`src/rtl/control_pipe.sv`:
```
// control_pipe: registered main-control unit for the five-stage RISC-V core.
// Decodes the D-stage instruction and carries its control fields through the
// ID/EX, EX/MEM and MEM/WB control registers. It also counts illegal
// instructions that enter E, and the count saturates at its maximum.
module control_pipe #(
  parameter int EXT_BRANCH = 1,
  parameter int CNT_W      = 8
) (
  input  logic             clk,
  input  logic             rst,
  input  logic [31:0]      instrD,
  input  logic             validD,
  input  logic             stallE,
  input  logic             flushE,
  output logic [2:0]       immSrcD,
  output logic             regWriteE,
  output logic             memWriteE,
  output logic             ALUSrcE,
  output logic             illegalE,
  output logic [1:0]       resultSrcE,
  output logic [1:0]       jumpE,
  output logic [1:0]       ALUOpE,
  output logic [2:0]       branchE,
  output logic [2:0]       func3E,
  output logic             regWriteM,
  output logic             memWriteM,
  output logic [1:0]       resultSrcM,
  output logic             regWriteW,
  output logic [1:0]       resultSrcW,
  output logic [CNT_W-1:0] illegalCount
);

  localparam logic [6:0] OP_R    = 7'b0110011;
  localparam logic [6:0] OP_I    = 7'b0010011;
  localparam logic [6:0] OP_LW   = 7'b0000011;
  localparam logic [6:0] OP_S    = 7'b0100011;
  localparam logic [6:0] OP_B    = 7'b1100011;
  localparam logic [6:0] OP_LUI  = 7'b0110111;
  localparam logic [6:0] OP_JAL  = 7'b1101111;
  localparam logic [6:0] OP_JALR = 7'b1100111;

  localparam logic [CNT_W-1:0] CNT_MAX = '1;

  logic [6:0] op;
  logic [2:0] func3;

  logic       decRegWrite;
  logic       decMemWrite;
  logic       decALUSrc;
  logic       decIllegal;
  logic [1:0] decResultSrc;
  logic [1:0] decJump;
  logic [1:0] decALUOp;
  logic [2:0] decBranch;
  logic [2:0] decImmSrc;
  logic [2:0] brCode;

  // Register and immediate fields are not control inputs; fold them away.
  logic unusedInstrBits;

  assign op              = instrD[6:0];
  assign func3           = instrD[14:12];
  assign unusedInstrBits = ^{instrD[31:15], instrD[11:7]};

  // Map B-type func3 to a branch code; zero means the condition is not decodable.
  always_comb begin
    brCode = 3'b000;
    case (func3)
      3'b000:  brCode = 3'b001;
      3'b001:  brCode = 3'b010;
      3'b100:  brCode = 3'b011;
      3'b101:  brCode = 3'b100;
      3'b110:  brCode = (EXT_BRANCH != 0) ? 3'b101 : 3'b000;
      3'b111:  brCode = (EXT_BRANCH != 0) ? 3'b110 : 3'b000;
      default: brCode = 3'b000;
    endcase
  end

  // Main decoder: every field defaults to 0, so bubbles and illegal ops carry nothing.
  always_comb begin
    decRegWrite  = 1'b0;
    decMemWrite  = 1'b0;
    decALUSrc    = 1'b0;
    decIllegal   = 1'b0;
    decResultSrc = 2'b00;
    decJump      = 2'b00;
    decALUOp     = 2'b00;
    decBranch    = 3'b000;
    decImmSrc    = 3'b000;
    if (validD) begin
      case (op)
        OP_R: begin
          decALUOp    = 2'b10;
          decRegWrite = 1'b1;
        end
        OP_I: begin
          decALUOp    = 2'b11;
          decRegWrite = 1'b1;
          decALUSrc   = 1'b1;
        end
        OP_LW: begin
          decRegWrite  = 1'b1;
          decALUSrc    = 1'b1;
          decResultSrc = 2'b01;
        end
        OP_S: begin
          decMemWrite = 1'b1;
          decALUSrc   = 1'b1;
          decImmSrc   = 3'b001;
        end
        OP_B: begin
          if (brCode == 3'b000) begin
            decIllegal = 1'b1;
          end else begin
            decALUOp  = 2'b01;
            decImmSrc = 3'b010;
            decBranch = brCode;
          end
        end
        OP_LUI: begin
          decRegWrite  = 1'b1;
          decResultSrc = 2'b11;
          decImmSrc    = 3'b100;
        end
        OP_JAL: begin
          decRegWrite  = 1'b1;
          decResultSrc = 2'b10;
          decJump      = 2'b01;
          decImmSrc    = 3'b011;
        end
        OP_JALR: begin
          decRegWrite  = 1'b1;
          decALUSrc    = 1'b1;
          decResultSrc = 2'b10;
          decJump      = 2'b10;
        end
        default: decIllegal = 1'b1;
      endcase
    end
  end

  assign immSrcD = decImmSrc;

  // ID/EX register: reset beats flush, flush beats stall, stall holds.
  always_ff @(posedge clk) begin
    if (rst || flushE) begin
      regWriteE  <= 1'b0;
      memWriteE  <= 1'b0;
      ALUSrcE    <= 1'b0;
      illegalE   <= 1'b0;
      resultSrcE <= 2'b00;
      jumpE      <= 2'b00;
      ALUOpE     <= 2'b00;
      branchE    <= 3'b000;
      func3E     <= 3'b000;
    end else if (!stallE) begin
      regWriteE  <= decRegWrite;
      memWriteE  <= decMemWrite;
      ALUSrcE    <= decALUSrc;
      illegalE   <= decIllegal;
      resultSrcE <= decResultSrc;
      jumpE      <= decJump;
      ALUOpE     <= decALUOp;
      branchE    <= decBranch;
      func3E     <= validD ? func3 : 3'b000;
    end
  end

  // EX/MEM register: a held E stage sends a bubble downstream.
  always_ff @(posedge clk) begin
    if (rst || (stallE && !flushE)) begin
      regWriteM  <= 1'b0;
      memWriteM  <= 1'b0;
      resultSrcM <= 2'b00;
    end else begin
      regWriteM  <= regWriteE;
      memWriteM  <= memWriteE;
      resultSrcM <= resultSrcE;
    end
  end

  // MEM/WB register: always follows M.
  always_ff @(posedge clk) begin
    if (rst) begin
      regWriteW  <= 1'b0;
      resultSrcW <= 2'b00;
    end else begin
      regWriteW  <= regWriteM;
      resultSrcW <= resultSrcM;
    end
  end

  // Count illegal instructions that actually load into E, saturating at max.
  always_ff @(posedge clk) begin
    if (rst) begin
      illegalCount <= '0;
    end else if (decIllegal && !flushE && !stallE && (illegalCount != CNT_MAX)) begin
      illegalCount <= illegalCount + 1'b1;
    end
  end

endmodule

```
`config.mk`:
```
export PLATFORM = sky130hd
export DESIGN_NAME = control_pipe
export DESIGN_NICKNAME = d
export VERILOG_FILES = /design/src/rtl/control_pipe.sv
export SDC_FILE = /design/constraint.sdc
export NUM_CORES = 1
export LEC_CHECK = 0
export CAP_MARGIN = 0
export CORE_ASPECT_RATIO = 1.75
export CORE_MARGIN = 8
export CORE_UTILIZATION = 36
export DETAILED_ROUTE_END_ITERATION = 8
export PLACE_DENSITY = 0.76
export RECOVER_POWER = 100
export REMOVE_ABC_BUFFERS = 1
export SETUP_SLACK_MARGIN = 0.05
export SYNTH_ARGS = -nofsm -noshare
export SYNTH_HDL_FRONTEND = slang
export SYNTH_SLANG_ARGS = --single-unit
```
`constraint.sdc`:
```
create_clock -name clk -period 2.3 [get_ports clk]
set_clock_uncertainty 0.2 [all_clocks]
set_input_delay 0.345 -clock clk [delete_from_list [all_inputs] [get_ports clk]]
set_output_delay 0.345 -clock clk [all_outputs]
set_load 0.02 [all_outputs]
```
* Word-level counts from Yosys, hierarchy flattened
Index checks and enable logic that the tools add are counted.
** Word-level totals
- Logic and storage cells :: 68
- Output and inout port bits :: 34
- Input bits :: 37
- Register bits after elaboration :: 31
** Operators by class
- Reduce and logical (&&, ||, !) cells :: 14
- Add/sub/neg operators :: 1
- Equal/unequal tests :: 14
- Muxes and demuxes :: 24
** Operators with widths (count)
- 7-bit by 6-bit == test with 1-bit output, second input constant :: 3
- 7-bit == test, second input constant :: 3
- 3-bit case mux with 6 select lines :: 1
- 3-bit two-way mux :: 5
- 3-bit == test, second input constant :: 4
- 2-bit case mux with 3 select lines :: 2
- 3-bit case mux with 4 select lines :: 1
- 1-bit two-way mux :: 9
- 8-bit by 1-bit adder with 8-bit output, second input constant :: 1
- 2-bit two-way mux :: 4
- 8-bit != test, second input constant :: 1
- 7-bit by 2-bit == test with 1-bit output, second input constant :: 1
- 7-bit by 5-bit == test with 1-bit output, second input constant :: 1
- 7-bit OR reduction :: 1
- 3-bit logical NOT :: 2
- 6-bit OR reduction :: 1
- 1-bit logical AND :: 4
- 2-bit case mux with 2 select lines :: 1
- 4-bit OR reduction :: 1
- 3-bit by 1-bit == test with 1-bit output, second input constant :: 1
- 1-bit logical NOT :: 2
- 1-bit logical OR :: 2
- 1-bit case mux with 2 select lines :: 1
- 2-bit OR reduction :: 1

* Logic depth before layout (Yosys ltp)
- Depth after elaboration :: 9
- Depth in mapped cells :: 6
- Mapped depth without buffers :: 6

* Worst setup path before layout
No wires, ideal clock.
- Path type :: reg2reg
- From :: register illegalCount[0]
- To :: register illegalCount[7]
- Arrival time :: 2.339 ns
- Cell stages (with the launch flop) :: 7
- Buffers on the path :: 0
- Required time :: 2.029 ns
- Clock period less this slack :: 2.610 ns
- Library setup time :: 0.071 ns
- Setup slack :: -0.310 ns
- Cells stage by stage :: dfxtp_1 > ha_1 > and4_4 > a2111o_1 > or4b_4 > or4_1 > a21oi_1
** On the way
- Word-level cells in the longest chain between the ends :: 2
- Elaborated cells on any way between the ends :: 3
- Classes of those cells :: add/sub (1); eq/ne (1); reduce/logical (1)
** Ends and longest elaborated chain
- from (decl) :: line 30 : output logic [CNT_W-1:0] illegalCount
- from (signal assigned) :: line 198 : illegalCount <= illegalCount + 1'b1;
- parallel branches: the longest is 2 deep, another holds 8-bit by 1-bit adder with 8-bit output
Parallel ways; which one is timed is not known.
A chain may end at the register's enable or synchronous reset.

* Worst setup path after layout
- From :: register illegalCount[1]
- To :: register illegalCount[7]
The elaborated chain is that of the path after synthesis.

==> flow_results.org <==
** Timing
- Timing would allow up to 420 MHz.
- Min Tclk post-route :: 2380 ps
- Final-report max-slew violation count :: 0
- Fin crit share :: 104%
- Actual slew at the worst max-slew pin :: 345 ps
- On the final layout, the worst hold slack is 259 ps.
- For the final routed database, the setup TNS stands at -145 ps.
- Setup violations remaining at the end of the flow were counted as 2.
- Fin. Hold Viols :: 0
- Headroom to the max-slew limit came out at 77.0%.
- Across all setup checks in the final design, the least slack found is -80.8 ps.
- Setup repair after global routing missed its margin :: yes

** Layout
- The net count of the finished layout is 286.
- After routing the design area is 2300 um^2.
- The repair_antennas step left the layout with diodes totalling 0.
- Share of final-layout standard cells stronger than drive strength 1 :: 24.9%
- From synthesis to final layout, the design area changed by 62.2%.
- Fillers :: 376

** CTS
- The root buffer cell chosen for the clock tree is sky130_fd_sc_hd__clkbuf_8.
- Clock slew seen by the registers of the worst setup and hold paths :: 60 ps
- The later pin in the worst-skew pair is clocked with a latency of 280 ps.
- Number of buffers inserted during clock tree synthesis :: 5
- The clock passes through at most 2 buffers.
- Post-CTS Hold Fix Bufs :: 0
- TritonCTS clock tree :: built
- CTS H-tree lvls :: 2
- CTS sink cnt :: 31

** Detailed routing
- In the routed design, unresolved DRC markers number 0.
- Vias after detailed routing :: 1511
- For this block, the routed nets add up to 4100 um of wire.
- Antenna Violating Nets Remaining :: 0
- The first TritonRoute pass finished after 4 iterations.
- Routed length per instance :: 13.8 um
- For this block, the initial DRC count from the detailed router was 33.
- Via/cell ratio :: 5.09

** Synth
- Yosys warning total :: 0
- Top post-synthesis cells by area :: sky130_fd_sc_hd__dfxtp_1 44%, sky130_fd_sc_hd__nor2_1 5.0%, sky130_fd_sc_hd__a21oi_1 4.9%
- Most frequent cells after synthesis :: 31 x sky130_fd_sc_hd__dfxtp_1, 19 x sky130_fd_sc_hd__nor2_1, 14 x sky130_fd_sc_hd__a21oi_1, 14 x sky130_fd_sc_hd__nand2_1, 8 x sky130_fd_sc_hd__o21ai_0
- Leading cell type by number of instances after synthesis :: sky130_fd_sc_hd__dfxtp_1
- In this run, synthesis inferred 0 flip-flops with an integrated enable.
- In the synthesized netlist, the number of instances is 169.
- Summed over all instances, the cell type with the most area after synthesis is sky130_fd_sc_hd__dfxtp_1.
- For this run, asynchronously set or reset flops after synthesis account for 0%.
- Share of Yosys cell area claimed by the top area cell type :: 43.7%
- Sequential fraction of the synthesis area :: 43.7%
- Total of flip-flops plus latches after synthesis :: 31
- Among all flip-flop cells after synthesis, the most frequent one is sky130_fd_sc_hd__dfxtp_1.
- Average cell area after synthesis :: 8.40 um^2
- The mapped netlist covers 1420 um^2.
- Synth unique cells :: 43

** Setup path
- Source of the worst register-to-register timing path :: illegalCount[1]
- In this run the critical register-to-register path is captured at illegalCount[7].
- Along the worst path, the maximum fanout reaches 4.
- In this design, the largest share of critical-path delay is due to simple AND/OR/NAND/NOR gates.
- For this run, the slowest stage of the critical path takes 510 ps.
- CP Cell Sequence :: ha_4 > and4_4 > a2111o_1 > or4b_4 > or4_4 > a21oi_2
- Worst r2r path cells :: 6
- Critical Path End Type :: flip-flop
- Number of buffers and inverters on the critical path :: 0
- Worst R2R Setup Slack :: -80 ps
- WP data required :: 2310 ps
- The worst setup path is launched from a flip-flop.
- On the critical path, the stage with the largest delay is an instance of sky130_fd_sc_hd__or4b_4.
- The critical path is of the flip-flop to flip-flop type.
- Worst endpoint data arrival time :: 2400 ps

** Floorplanning
- The die is 99.1 um tall.
- The die covers 6290 um^2.
- During I/O placement, the number of pins put on the boundary was 71.
- Once the floorplan was initialized, standard cells occupied 37.1% of the core.
- Number of core rows :: 30
- Core area :: 3830 um^2
- The die is 63.5 um wide.

** Power and ir drop
- Fraction of power spent switching nets :: 22.4%
- Power share of the combinational group :: 12.1%
- P_leak :: 0.868 nW
- Sequential cells burn 47.8% of the power.
- Largest vdd supply drop :: 0.000288 V
- Power Total :: 1.14 mW
- Areal power density over the cells :: 494 nW/um^2
- Switching power total :: 255 uW
- The internal portion of the total power is 882 uW.
- Part of the power in the clock network :: 40.2%

** GRT
- The number of global-route vias before repair is 1510.
- After global routing the overflow that remains totals 0.
- Entering global routing, the biggest net connects 19 pins.
- The initial antenna violation count is 0.
- Global-route wire length before repair :: 6770 um
- Across every metal layer, demand over resource in global routing totals 13.3%.

** Flow run
- Max-cap violations in this run came to 0.

** Hold path
- Class of the worst hold path :: flip-flop to flip-flop
- Hold-critical path endpoint :: resultSrcW[1]
- Counting instances, the worst hold path has a depth of 1.
- Startpoint of the worst hold path :: resultSrcM[1]

** Status
- The run finished, with violations left.
- Violations in the final reports :: setup timing

** Place
- Post-Place Setup Slack :: -467 ps
- Detailed placement finished with a half-perimeter wire length of 3230 um.
- Routability congestion estimate :: 0.874
- Number of input and output port buffers inserted :: 48
- Placement-stage cell area :: 2150 um^2
## power by group through the flow
stage | Combinational, mW | Clock, mW | Sequential, mW
final | 0.137 | 0.457 | 0.543
after global placement | 0.133 | 0 | 0.554
after global routing | 0.148 | 0.492 | 0.543
after floorplan | 0.0372 | 0 | 0.559
after detailed placement | 0.134 | 0 | 0.554
after CTS | 0.134 | 0.472 | 0.543
## state kept, by name (all words and copies together) (netlist names)
register      count
memWriteM         1
regWriteM         1
illegalE          1
jumpE             2
branchE           3
regWriteW         1
ALUOpE            2
resultSrcW        2
memWriteE         1
resultSrcE        2
illegalCount      8
func3E            3
resultSrcM        2
regWriteE         1
ALUSrcE           1
## logic make-up after synthesis
family / Yosys count / synth area share (%)
simple gates: 82 / 32.1
xor+xnor: 1 / 0.617
compound gates: 41 / 18.2
mux: 1 / 0.705
flops: 31 / 43.7
fa+ha+maj: 1 / 0.882
buf+inv: 12 / 3.79
## cell usage in the layout, fill, tap and decap left out, types with 3 or more instances in the layout
master | Yosys | layout
sky130_fd_sc_hd__a21oi_1 | 14 | 12
sky130_fd_sc_hd__dfxtp_1 | 31 | 29
sky130_fd_sc_hd__clkbuf_8 | 0 | 7
sky130_fd_sc_hd__nor2b_1 | 7 | 6
sky130_fd_sc_hd__and2_1 | 7 | 6
sky130_fd_sc_hd__nand2_1 | 14 | 13
sky130_fd_sc_hd__nand2b_1 | 4 | 4
sky130_fd_sc_hd__nand3_1 | 7 | 7
sky130_fd_sc_hd__inv_1 | 4 | 4
sky130_fd_sc_hd__buf_4 | 0 | 33
sky130_fd_sc_hd__nor2_1 | 19 | 17
sky130_fd_sc_hd__and3_1 | 3 | 3
sky130_fd_sc_hd__dlygate4sd2_1 | 0 | 4
sky130_fd_sc_hd__a22oi_1 | 7 | 7
sky130_fd_sc_hd__o21ai_0 | 8 | 8
sky130_fd_sc_hd__clkdlybuf4s50_1 | 0 | 41
sky130_fd_sc_hd__or3_1 | 4 | 3
## layout make-up
cell class	count	area, um^2	area share, %
Clock buffer	8	100	4.35
Inverter	4	15.0	0.653
Multi-Input combinational cell	126	800	34.7
Sequential cell	31	623	27.1
Tap cell	48	60.1	2.61
Timing Repair Buffer	80	703	30.6
## how the worst max path moves through the flow
stage	start	end	slack (ps)	cells after the start
finish	illegalCount[1]	illegalCount[7]	-80	6
global route	illegalCount[1]	illegalCount[7]	-140	6
CTS	illegalCount[1]	illegalCount[7]	-170	6
detailed placement	instrD[4]	immSrcD[1]	-470	6
global placement	instrD[4]	immSrcD[1]	-440	6
floorplan	illegalCount[0]	illegalCount[7]	-310	6
## metrics by stage
step | util (%) | std cells
after detailed placement | 56.2 | 288
after global routing | 60.1 | 297
final | 60.1 | 297
after global placement | 56.2 | 288
after CTS | 59.2 | 296
after floorplan | - | 161
## metal layers
metal	GRT usage (%)	routed length [um]	vias up	share of wire [%]
met5	0	0	-	0
li1	-	-	759	-
met1	12.0	1540	700	37
met3	4.66	247	7	6.0
met2	25.0	2230	45	54
met4	6.74	80	0	2.0
## repair_timing
item	CTS	global route
gates resized for setup	24	12
setup buffers	0	1
endpoints found under the setup margin	6	5
pin swaps	7	4
Power figures use the tool's default switching activity.
